**src/rtl/host_comm_master_pkg.sv**
```systemverilog
`default_nettype none
// ============================================================================
//  Module   : host_comm_master_pkg
//  Purpose  : Shared state encodings and frame constants for the host UART
//             command master and its receive path.
//  Revision : 1.0  initial release
// ============================================================================
package host_comm_master_pkg;

    typedef enum logic [1:0] {
        TX_IDLE    = 2'd0,
        TX_SEND_HI = 2'd1,
        TX_SEND_LO = 2'd2
    } tx_state_t;

    typedef enum logic [1:0] {
        RX_IDLE  = 2'd0,
        RX_START = 2'd1,
        RX_DATA  = 2'd2,
        RX_STOP  = 2'd3
    } rx_state_t;

    // start + 8 data + stop
    localparam int unsigned c_frame_bits = 10;

endpackage : host_comm_master_pkg
`default_nettype wire

```
**src/rtl/host_uart_rx.sv**
```systemverilog
`default_nettype none
// ============================================================================
//  Module   : host_uart_rx
//  Purpose  : 8N1 UART receiver with 2-flop synchronizer, ready flag and
//             clear handshake.
//  Revision : 1.0  initial release
// ============================================================================
module host_uart_rx
    import host_comm_master_pkg::*;
#(
    parameter int BAUD_DIV = 868
) (
    input  logic       clk,
    input  logic       rst,
    input  logic       i_rx,
    input  logic       i_clr_rdy,
    output logic       o_rdy,
    output logic [7:0] o_rx_data
);

    localparam int unsigned CW = $clog2(BAUD_DIV);
    localparam logic [CW-1:0] c_baud_last = CW'(BAUD_DIV - 1);
    localparam logic [CW-1:0] c_half_last = CW'(BAUD_DIV / 2 - 1);

    rx_state_t     state_q, state_d;
    logic [1:0]    sync_q, sync_d;
    logic          rx_prev_q, rx_prev_d;
    logic [CW-1:0] baud_cnt_q, baud_cnt_d;
    logic [2:0]    bit_cnt_q, bit_cnt_d;
    logic [7:0]    shift_q, shift_d;
    logic [7:0]    data_q, data_d;
    logic          rdy_q, rdy_d;

    logic w_rx_s;
    logic w_fall;

    assign w_rx_s = sync_q[1];
    assign w_fall = rx_prev_q & ~w_rx_s;

    always_comb begin
        state_d    = state_q;
        sync_d     = {sync_q[0], i_rx};
        rx_prev_d  = w_rx_s;
        baud_cnt_d = baud_cnt_q;
        bit_cnt_d  = bit_cnt_q;
        shift_d    = shift_q;
        data_d     = data_q;
        // A set later in this block overrides the clear
        rdy_d      = rdy_q & ~i_clr_rdy;

        case (state_q)
            RX_IDLE: begin
                if (w_fall) begin
                    state_d    = RX_START;
                    baud_cnt_d = '0;
                    rdy_d      = 1'b0;
                end
            end
            RX_START: begin
                if (baud_cnt_q == c_half_last) begin
                    baud_cnt_d = '0;
                    bit_cnt_d  = '0;
                    state_d    = w_rx_s ? RX_IDLE : RX_DATA;
                end else begin
                    baud_cnt_d = baud_cnt_q + 1'b1;
                end
            end
            RX_DATA: begin
                if (baud_cnt_q == c_baud_last) begin
                    baud_cnt_d = '0;
                    shift_d    = {w_rx_s, shift_q[7:1]};
                    bit_cnt_d  = bit_cnt_q + 3'd1;
                    if (bit_cnt_q == 3'd7) begin
                        state_d = RX_STOP;
                    end
                end else begin
                    baud_cnt_d = baud_cnt_q + 1'b1;
                end
            end
            RX_STOP: begin
                if (baud_cnt_q == c_baud_last) begin
                    baud_cnt_d = '0;
                    data_d     = shift_q;
                    rdy_d      = 1'b1;
                    state_d    = RX_IDLE;
                end else begin
                    baud_cnt_d = baud_cnt_q + 1'b1;
                end
            end
            default: state_d = RX_IDLE;
        endcase
    end

    always_ff @(posedge clk) begin
        if (rst) begin
            state_q    <= RX_IDLE;
            sync_q     <= 2'b11;
            rx_prev_q  <= 1'b1;
            baud_cnt_q <= '0;
            bit_cnt_q  <= '0;
            shift_q    <= '0;
            data_q     <= '0;
            rdy_q      <= 1'b0;
        end else begin
            state_q    <= state_d;
            sync_q     <= sync_d;
            rx_prev_q  <= rx_prev_d;
            baud_cnt_q <= baud_cnt_d;
            bit_cnt_q  <= bit_cnt_d;
            shift_q    <= shift_d;
            data_q     <= data_d;
            rdy_q      <= rdy_d;
        end
    end

    assign o_rdy     = rdy_q;
    assign o_rx_data = data_q;

endmodule : host_uart_rx
`default_nettype wire

```
**src/rtl/host_comm_master.sv**
```systemverilog
`default_nettype none
// ============================================================================
//  Module   : host_comm_master
//  Purpose  : Host-side UART command master: sends a 16-bit command as two
//             8N1 bytes (high first) and receives 8N1 response bytes.
//  Revision : 1.0  initial release
// ============================================================================
module host_comm_master
    import host_comm_master_pkg::*;
#(
    parameter int BAUD_DIV = 868
) (
    input  logic        clk,
    input  logic        rst,
    input  logic        RX,
    output logic        TX,
    input  logic [15:0] cmd,
    input  logic        snd_cmd,
    output logic        cmd_cmplt,
    output logic        rdy,
    output logic [7:0]  rx_data,
    input  logic        clr_rdy
);

    localparam int unsigned CW = $clog2(BAUD_DIV);
    localparam logic [CW-1:0] c_baud_last = CW'(BAUD_DIV - 1);
    localparam logic [3:0]    c_last_bit  = 4'(c_frame_bits - 1);

    tx_state_t     tx_state_q, tx_state_d;
    logic [CW-1:0] baud_cnt_q, baud_cnt_d;
    logic [3:0]    bit_cnt_q, bit_cnt_d;
    logic [8:0]    shift_q, shift_d;
    logic [7:0]    lo_byte_q, lo_byte_d;
    logic          tx_q, tx_d;
    logic          cmd_cmplt_q, cmd_cmplt_d;

    always_comb begin
        tx_state_d  = tx_state_q;
        baud_cnt_d  = baud_cnt_q;
        bit_cnt_d   = bit_cnt_q;
        shift_d     = shift_q;
        lo_byte_d   = lo_byte_q;
        tx_d        = tx_q;
        cmd_cmplt_d = cmd_cmplt_q;

        case (tx_state_q)
            TX_IDLE: begin
                if (snd_cmd) begin
                    // Start bit goes out immediately; shift holds data + stop
                    tx_state_d  = TX_SEND_HI;
                    shift_d     = {1'b1, cmd[15:8]};
                    lo_byte_d   = cmd[7:0];
                    tx_d        = 1'b0;
                    cmd_cmplt_d = 1'b0;
                    baud_cnt_d  = '0;
                    bit_cnt_d   = '0;
                end
            end
            TX_SEND_HI, TX_SEND_LO: begin
                if (baud_cnt_q == c_baud_last) begin
                    baud_cnt_d = '0;
                    if (bit_cnt_q == c_last_bit) begin
                        bit_cnt_d = '0;
                        if (tx_state_q == TX_SEND_HI) begin
                            tx_state_d = TX_SEND_LO;
                            shift_d    = {1'b1, lo_byte_q};
                            tx_d       = 1'b0;
                        end else begin
                            tx_state_d  = TX_IDLE;
                            tx_d        = 1'b1;
                            cmd_cmplt_d = 1'b1;
                        end
                    end else begin
                        tx_d      = shift_q[0];
                        shift_d   = {1'b1, shift_q[8:1]};
                        bit_cnt_d = bit_cnt_q + 4'd1;
                    end
                end else begin
                    baud_cnt_d = baud_cnt_q + 1'b1;
                end
            end
            default: tx_state_d = TX_IDLE;
        endcase
    end

    always_ff @(posedge clk) begin
        if (rst) begin
            tx_state_q  <= TX_IDLE;
            baud_cnt_q  <= '0;
            bit_cnt_q   <= '0;
            shift_q     <= '1;
            lo_byte_q   <= '0;
            tx_q        <= 1'b1;
            cmd_cmplt_q <= 1'b0;
        end else begin
            tx_state_q  <= tx_state_d;
            baud_cnt_q  <= baud_cnt_d;
            bit_cnt_q   <= bit_cnt_d;
            shift_q     <= shift_d;
            lo_byte_q   <= lo_byte_d;
            tx_q        <= tx_d;
            cmd_cmplt_q <= cmd_cmplt_d;
        end
    end

    assign TX        = tx_q;
    assign cmd_cmplt = cmd_cmplt_q;

    host_uart_rx #(
        .BAUD_DIV (BAUD_DIV)
    ) u_rx (
        .clk       (clk),
        .rst       (rst),
        .i_rx      (RX),
        .i_clr_rdy (clr_rdy),
        .o_rdy     (rdy),
        .o_rx_data (rx_data)
    );

endmodule : host_comm_master
`default_nettype wire

```
**config.mk**
```make
export PLATFORM = sky130hd
export DESIGN_NAME = host_comm_master
export DESIGN_NICKNAME = d
export VERILOG_FILES = /design/src/rtl/host_comm_master_pkg.sv /design/src/rtl/host_uart_rx.sv /design/src/rtl/host_comm_master.sv
export SDC_FILE = /design/constraint.sdc
export NUM_CORES = 1
export LEC_CHECK = 0
export BUFFER_PORTS_ARGS = -buffer_cell sky130_fd_sc_hd__buf_2
export CAP_MARGIN = 20
export CORE_MARGIN = 2
export CORE_UTILIZATION = 35
export CTS_CLUSTER_SIZE = 40
export DETAILED_ROUTE_END_ITERATION = 8
export GPL_TIMING_DRIVEN = 0
export RECOVER_POWER = 100
export SYNTH_ARGS = -nofsm -noshare
export SYNTH_HDL_FRONTEND = slang
export SYNTH_SLANG_ARGS = --single-unit
```
**constraint.sdc**
```tcl
create_clock -name clk -period 4.2 [get_ports clk]
set_clock_uncertainty 0.05 [all_clocks]
set_input_delay 0 -clock clk [delete_from_list [all_inputs] [get_ports clk]]
set_output_delay 0 -clock clk [all_outputs]
set_load 0.1 [all_outputs]
```
* Yosys cells after proc, flatten, opt, wreduce, memory -nomap -nowiden *
Cells that the tools add are included.

word-level totals
  register bits = 70
  latch bits = 0
  bits in writable memories = 0
  ROM bits = 0
  input port bits = 21
  output and inout port bits = 11
  logic and storage cells = 102
  memories kept = 0

cells by class
  add/subtract/negate cells = 4
  $mul = 0
  divide/modulo/power cells = 0
  order comparisons = 0
  equality and inequality tests = 20
  shift-type cells = 0
  muxes and demuxes = 43
  bitwise operators = 4
  reduce and logical (&&, ||, !) cells = 16

operators by type and width
  cell                                                                     number
  10-bit 2-to-1 mux                                                        5
  9-bit 2-to-1 mux                                                         4
  10-bit case mux with 3 select lines                                      1
  10-bit by 1-bit adder with 10-bit output, second input constant          2
  10-bit equality test, second input constant                              2
  2-bit 2-to-1 mux                                                         10
  10-bit case mux with 2 select lines                                      1
  9-bit case mux with 2 select lines                                       1
  4-bit 2-to-1 mux                                                         3
  10-bit by 9-bit equality test with 1-bit output, second input constant   1
  2-bit by 1-bit inequality test with 1-bit output, second input constant  5
  5-bit AND reduction                                                      2
  1-bit 2-to-1 mux                                                         9
  3-bit AND reduction                                                      3
  2-bit inequality test, second input constant                             4
  2-bit case mux with 4 select lines                                       1
  4-bit case mux with 2 select lines                                       1
  2-bit AND reduction                                                      4
  2-bit equality test, second input constant                               3
  3-bit 2-to-1 mux                                                         2
  1-bit case mux with 2 select lines                                       3
  3-bit case mux with 2 select lines                                       1
  4-bit by 1-bit adder with 4-bit output, second input constant            1
  2-bit by 1-bit equality test with 1-bit output, second input constant    2
  other kinds (11)                                                         16

* Longest topological paths before layout *
  depth after elaboration = 5
  depth in mapped cells = 8
  depth with buffers taken out = 6

* Hierarchy *
Synthesis repeated with hierarchy kept, for this count alone.

unflattened totals
  cells, all modules = 388
  area total of the unflattened synthesis = 3433.3 sq um

by module, submodules not included
  module            times used  cells each  area an instance (sq um)  sequential area each (sq um)
  host_comm_master  1           209         1767.9                    680.7
  host_uart_rx      1           179         1665.3                    700.7

* Least setup slack after synthesis *
Ideal clock, no wire load.

  path type = reg2reg
  from = register tx_state_q[0]
  to = register shift_q[3]
  setup time = 0.122 ns
  arrival = 1.677 ns
  required time = 4.028 ns
  setup slack = 2.351 ns
  stages on the path, launching flop included = 8
  path buffers = 2
  clock period less this slack = 1.849 ns
  cell sequence = dfxtp_1 -> inv_1 -> ha_1 -> clkbuf_1 -> mux2_2 -> clkbuf_8 -> a21boi_0 -> a311o_1

between the ends
  word-level cells in the longest chain between the ends = 4
  elaborated cells on any way between the ends = 10
  those cells by class = eq/ne (5); mux (1); reduce/logical (4)

RTL lines
  item                                                                                   line                                            source
  start: declaration                                                                     host_comm_master.sv:29                          tx_state_t tx_state_q, tx_state_d;
  start signal: assignment                                                               host_comm_master.sv:96                          tx_state_q <= tx_state_d;
  2-bit by 1-bit equality test with 1-bit output or 2-bit equality test (tied branches)  host_comm_master.sv:46, host_comm_master.sv:64
  2-bit OR reduction                                                                     host_comm_master.sv:46                          case (tx_state_q)
  3-bit inequality test (no line), or another cell as far along                          --
  4-bit AND reduction (no line)                                                          --
  end signal: assignment                                                                 host_comm_master.sv:99                          shift_q <= shift_d;
  end: declaration                                                                       host_comm_master.sv:32                          logic [8:0] shift_q, shift_d;

Parallel ways exist; a longest one is shown, timed or not.
A chain may end at the register's enable or synchronous reset.

* Final worst setup path *
  from = register tx_state_q[0]
  to = register shift_q[5]

The elaborated chain is that of the path after synthesis.

==> results.md <==
- Max-slew headroom: a little over a fifth
- Synthesized net count: between 400 and 500
- Lkg Pwr: ~1.6 nW
- Power per standard cell area: around 510 nW/um2
- CP Capture Type: flop
- Gr busiest metal: met2
- H-tree Lvls: 3
- Clk slew on worst S/H paths: around 80 ps
- Period utilisation layout: approximately three fifths
- Antenna Cells: 0
- Total Wirelength: between 8000 and 9000 um
- Antenna violations before repair: 0
- Pin count of the biggest net entering global routing: 14
- Worst EP arrival: 2620 ps
- Hold path depth: 4
- Fin. Hold Viols: 0
- Synth unique cells: between 50 and 60
- Gr ovfl total: 0
- Synth Register Bits: 69
- I/O pin count: 32
- CORE AREA: around 9700 um2
- Max FO, Critical Path: 10
- Simple-gate portion of the synthesized area: between 20% and 30%
- Drt via density: 5.187
- Std-Cell Rows: 36
- RSZ-0062 raised after global routing: false
- Compound-Gate Fraction of Synth Area: 18.70%
- Fin. max-slew vios: 0
- Die area: around 11000 um2
- Startpoint types: flop
- Die width: around 100 um
- Register area share after synthesis: 39.54%
- Worst path required time: between 4000 and 5000 ps
- Final setup margin: approximately 1700 ps
- Tightest Pin Transition: about 1200 ps
- Die span in y: approximately 100 um
- Post-Syn Instances: approximately 400
- Setup CP Type: reg2reg
- Fin crit period: between 2000 and 2500 ps
- # port buffers: 31
- Nets: 489
- XOR/XNOR Fraction of Synth Area: between 2 and 2.5%
- Pre-CTS setup slack: 1952 ps
- Drt first pass iters: 4
- Status: complete, no violations
- Peak VDD IR: approximately 0.26 mV
- Initial DRC count: 188
- Clk buf depth: 2
- GR met2 Demand/Resource: roughly 23%
- ANT nets after route: 0
- R2R cell count: 7
- DPL Wire Length: 5714 um
- Share of cells above drive strength 1: under 10%
- Clk_lat worst skew: 340 ps
- Vias in the first global route: 2819
- Commonest non-fill, non-tap cell in the layout: dfxtp_1
- Remaining DRCs: 0
- Initial core utilization: 35.91%
- CTS tree: built
- Most frequent cells in the layout: dfxtp_1 (69), nand2_1 (46), nor2_1 (34), clkbuf_1 (28), mux2i_1 (28)
- EDFF count, synth: 0
- FILL cells: 1015
- Post-Syn Area: 3493 um2
- Top FF cell, synth: dfxtp_1
- Clock sink total: between 60 and 70
- Routing usage on met3: 2.444%
- Via count: 3076
- Total track usage: between 15 and 20%
- First-pass GRT wire length: 13710 um
- Largest family of logic cells by synthesized area: simple AND/OR/NAND/NOR gates
- Clock root cell: clkbuf_8
- Synth Area in Adders: ~4.7%
- Max-Cap Viols: 0
- RePlAce Congestion: around 0.84
- Mux cell area share after synthesis: between 8 and 9%
- Drt wl/cell: around 14 um
- YS warnings: 0
- Final setup viols: 0
- Num CTS Buffers: 9
- Met1 GRT Util: roughly 22%
- Syn_area_per_cell: just under 9 um2
- Setup TNS: 0 ps
- Min-delay worst type: in2reg
- Post-synth ARST share: 0%
- Area growth from synthesis to layout: 19.77%
- F_max: between 0.4 and 0.5 GHz
## registers in the layout, indices dropped and copies added, names as in the netlist, named ones only
signal           flops
u_rx.shift_q         8
u_rx.bit_cnt_q       3
TX                   1
u_rx.state_q         1
u_rx.o_rx_data       8
shift_q              8
u_rx.o_rdy           1
u_rx.rx_prev_q       1
tx_state_q           2
bit_cnt_q            4
u_rx.baud_cnt_q     10
u_rx.sync_q          2
cmd_cmplt            1
baud_cnt_q          10
lo_byte_q            8
## kinds of logic (layout without fill, tap and decap cells)
group / count (synthesis) / count (layout)
adders and majority gates: 13 / 13
muxes: 29 / 29
buffers and inverters: 41 / 102
xor gates and xnor gates: 9 / 9
and+or+nand+nor: 149 / 149
DFF: 69 / 69
AOI/OAI and AO/OA: 89 / 89
## timing repair
action / in CTS / in global routing
resized for setup: 0 / 0
hold endpoints to repair: 15 / 0
hold buffers: 14 / 0
setup buffers: 0 / 0
## critical path, cell delays in order (launching register included)
cell and delay (ps):
dfxtp_1 360, inv_1 50, ha_1 270, clkbuf_1 310, mux2_1 360, clkbuf_1 420
a21boi_0 160, a311o_1 350
## cells in the mapped netlist, types with 5 or more instances
cell type	number	area share (%)
xnor2_1	6	1.5
a311o_1	8	2.3
nand2_1	46	4.9
mux2i_1	28	8.0
nand2b_1	6	1.1
clkbuf_1	10	1.1
nor2_1	34	3.7
o21ai_0	11	1.6
buf_2	5	0.72
a21oi_1	25	3.6
a21boi_0	5	1.1
a31oi_1	7	1.3
ha_1	13	4.7
nand3_1	14	2.0
inv_1	20	2.1
nor3_1	15	2.1
nand4_1	6	1.1
dfxtp_1	69	40
## area by class of cell
type / instances / area (um2) / area share (%)
well taps: 133 / 166.4 / 3.977
inverters: 20 / 75.07 / 1.794
plain buffers: 21 / 87.58 / 2.093
multi-input cells: 289 / 1923 / 45.96
flip-flops and latches: 69 / 1381 / 33.01
clock buffers: 9 / 123.9 / 2.961
clock inverters: 7 / 146.4 / 3.499
repair buffers: 45 / 280.3 / 6.699
## path summary, 6_finish.rpt
kind                              start                        end  slack [ps]
max          tx_state_q[0]$_SDFFE_PP0P_    shift_q[5]$_SDFFE_PP1P_        1750
min                             cmd[12]    shift_q[4]$_SDFFE_PP1P_          20
max reg2reg  tx_state_q[0]$_SDFFE_PP0P_    shift_q[5]$_SDFFE_PP1P_        1750
min reg2reg   u_rx.sync_q[0]$_SDFF_PP1_  u_rx.sync_q[1]$_SDFF_PP1_         360
## stage by stage
step | hold WS (ps) | instance area [um2] | utilization [%] | cells | total power [W]
2_1_floorplan | 53.81 | 3493 | - | 399 | 0.001258
3_3_place_gp | 140.7 | 3815 | 39.21 | 563 | 0.001410
3_5_place_dp | 136.6 | 3815 | 39.21 | 563 | 0.001418
4_1_cts | 2.397 | 4225 | 43.43 | 593 | 0.002164
5_1_grt | 53.90 | 4184 | 43.00 | 593 | 0.002254
6_report | 24.69 | 4184 | 43.00 | 593 | 0.002127
## layer usage
layer	up-vias	part of all wire, %
met5	-	0
met4	0	1.6
met3	9	3.0
met2	55	43
met1	1456	52
li1	1556	-
## power breakdown
group          leakage, nW  switching [W]  internal [W]
Sequential           0.560      0.0000417      0.000726
Clock                0.134       0.000268      0.000459
Combinational        0.933       0.000411      0.000221
Total                 1.63       0.000721       0.00141
No activity file was read; power rests on OpenSTA's default activity.
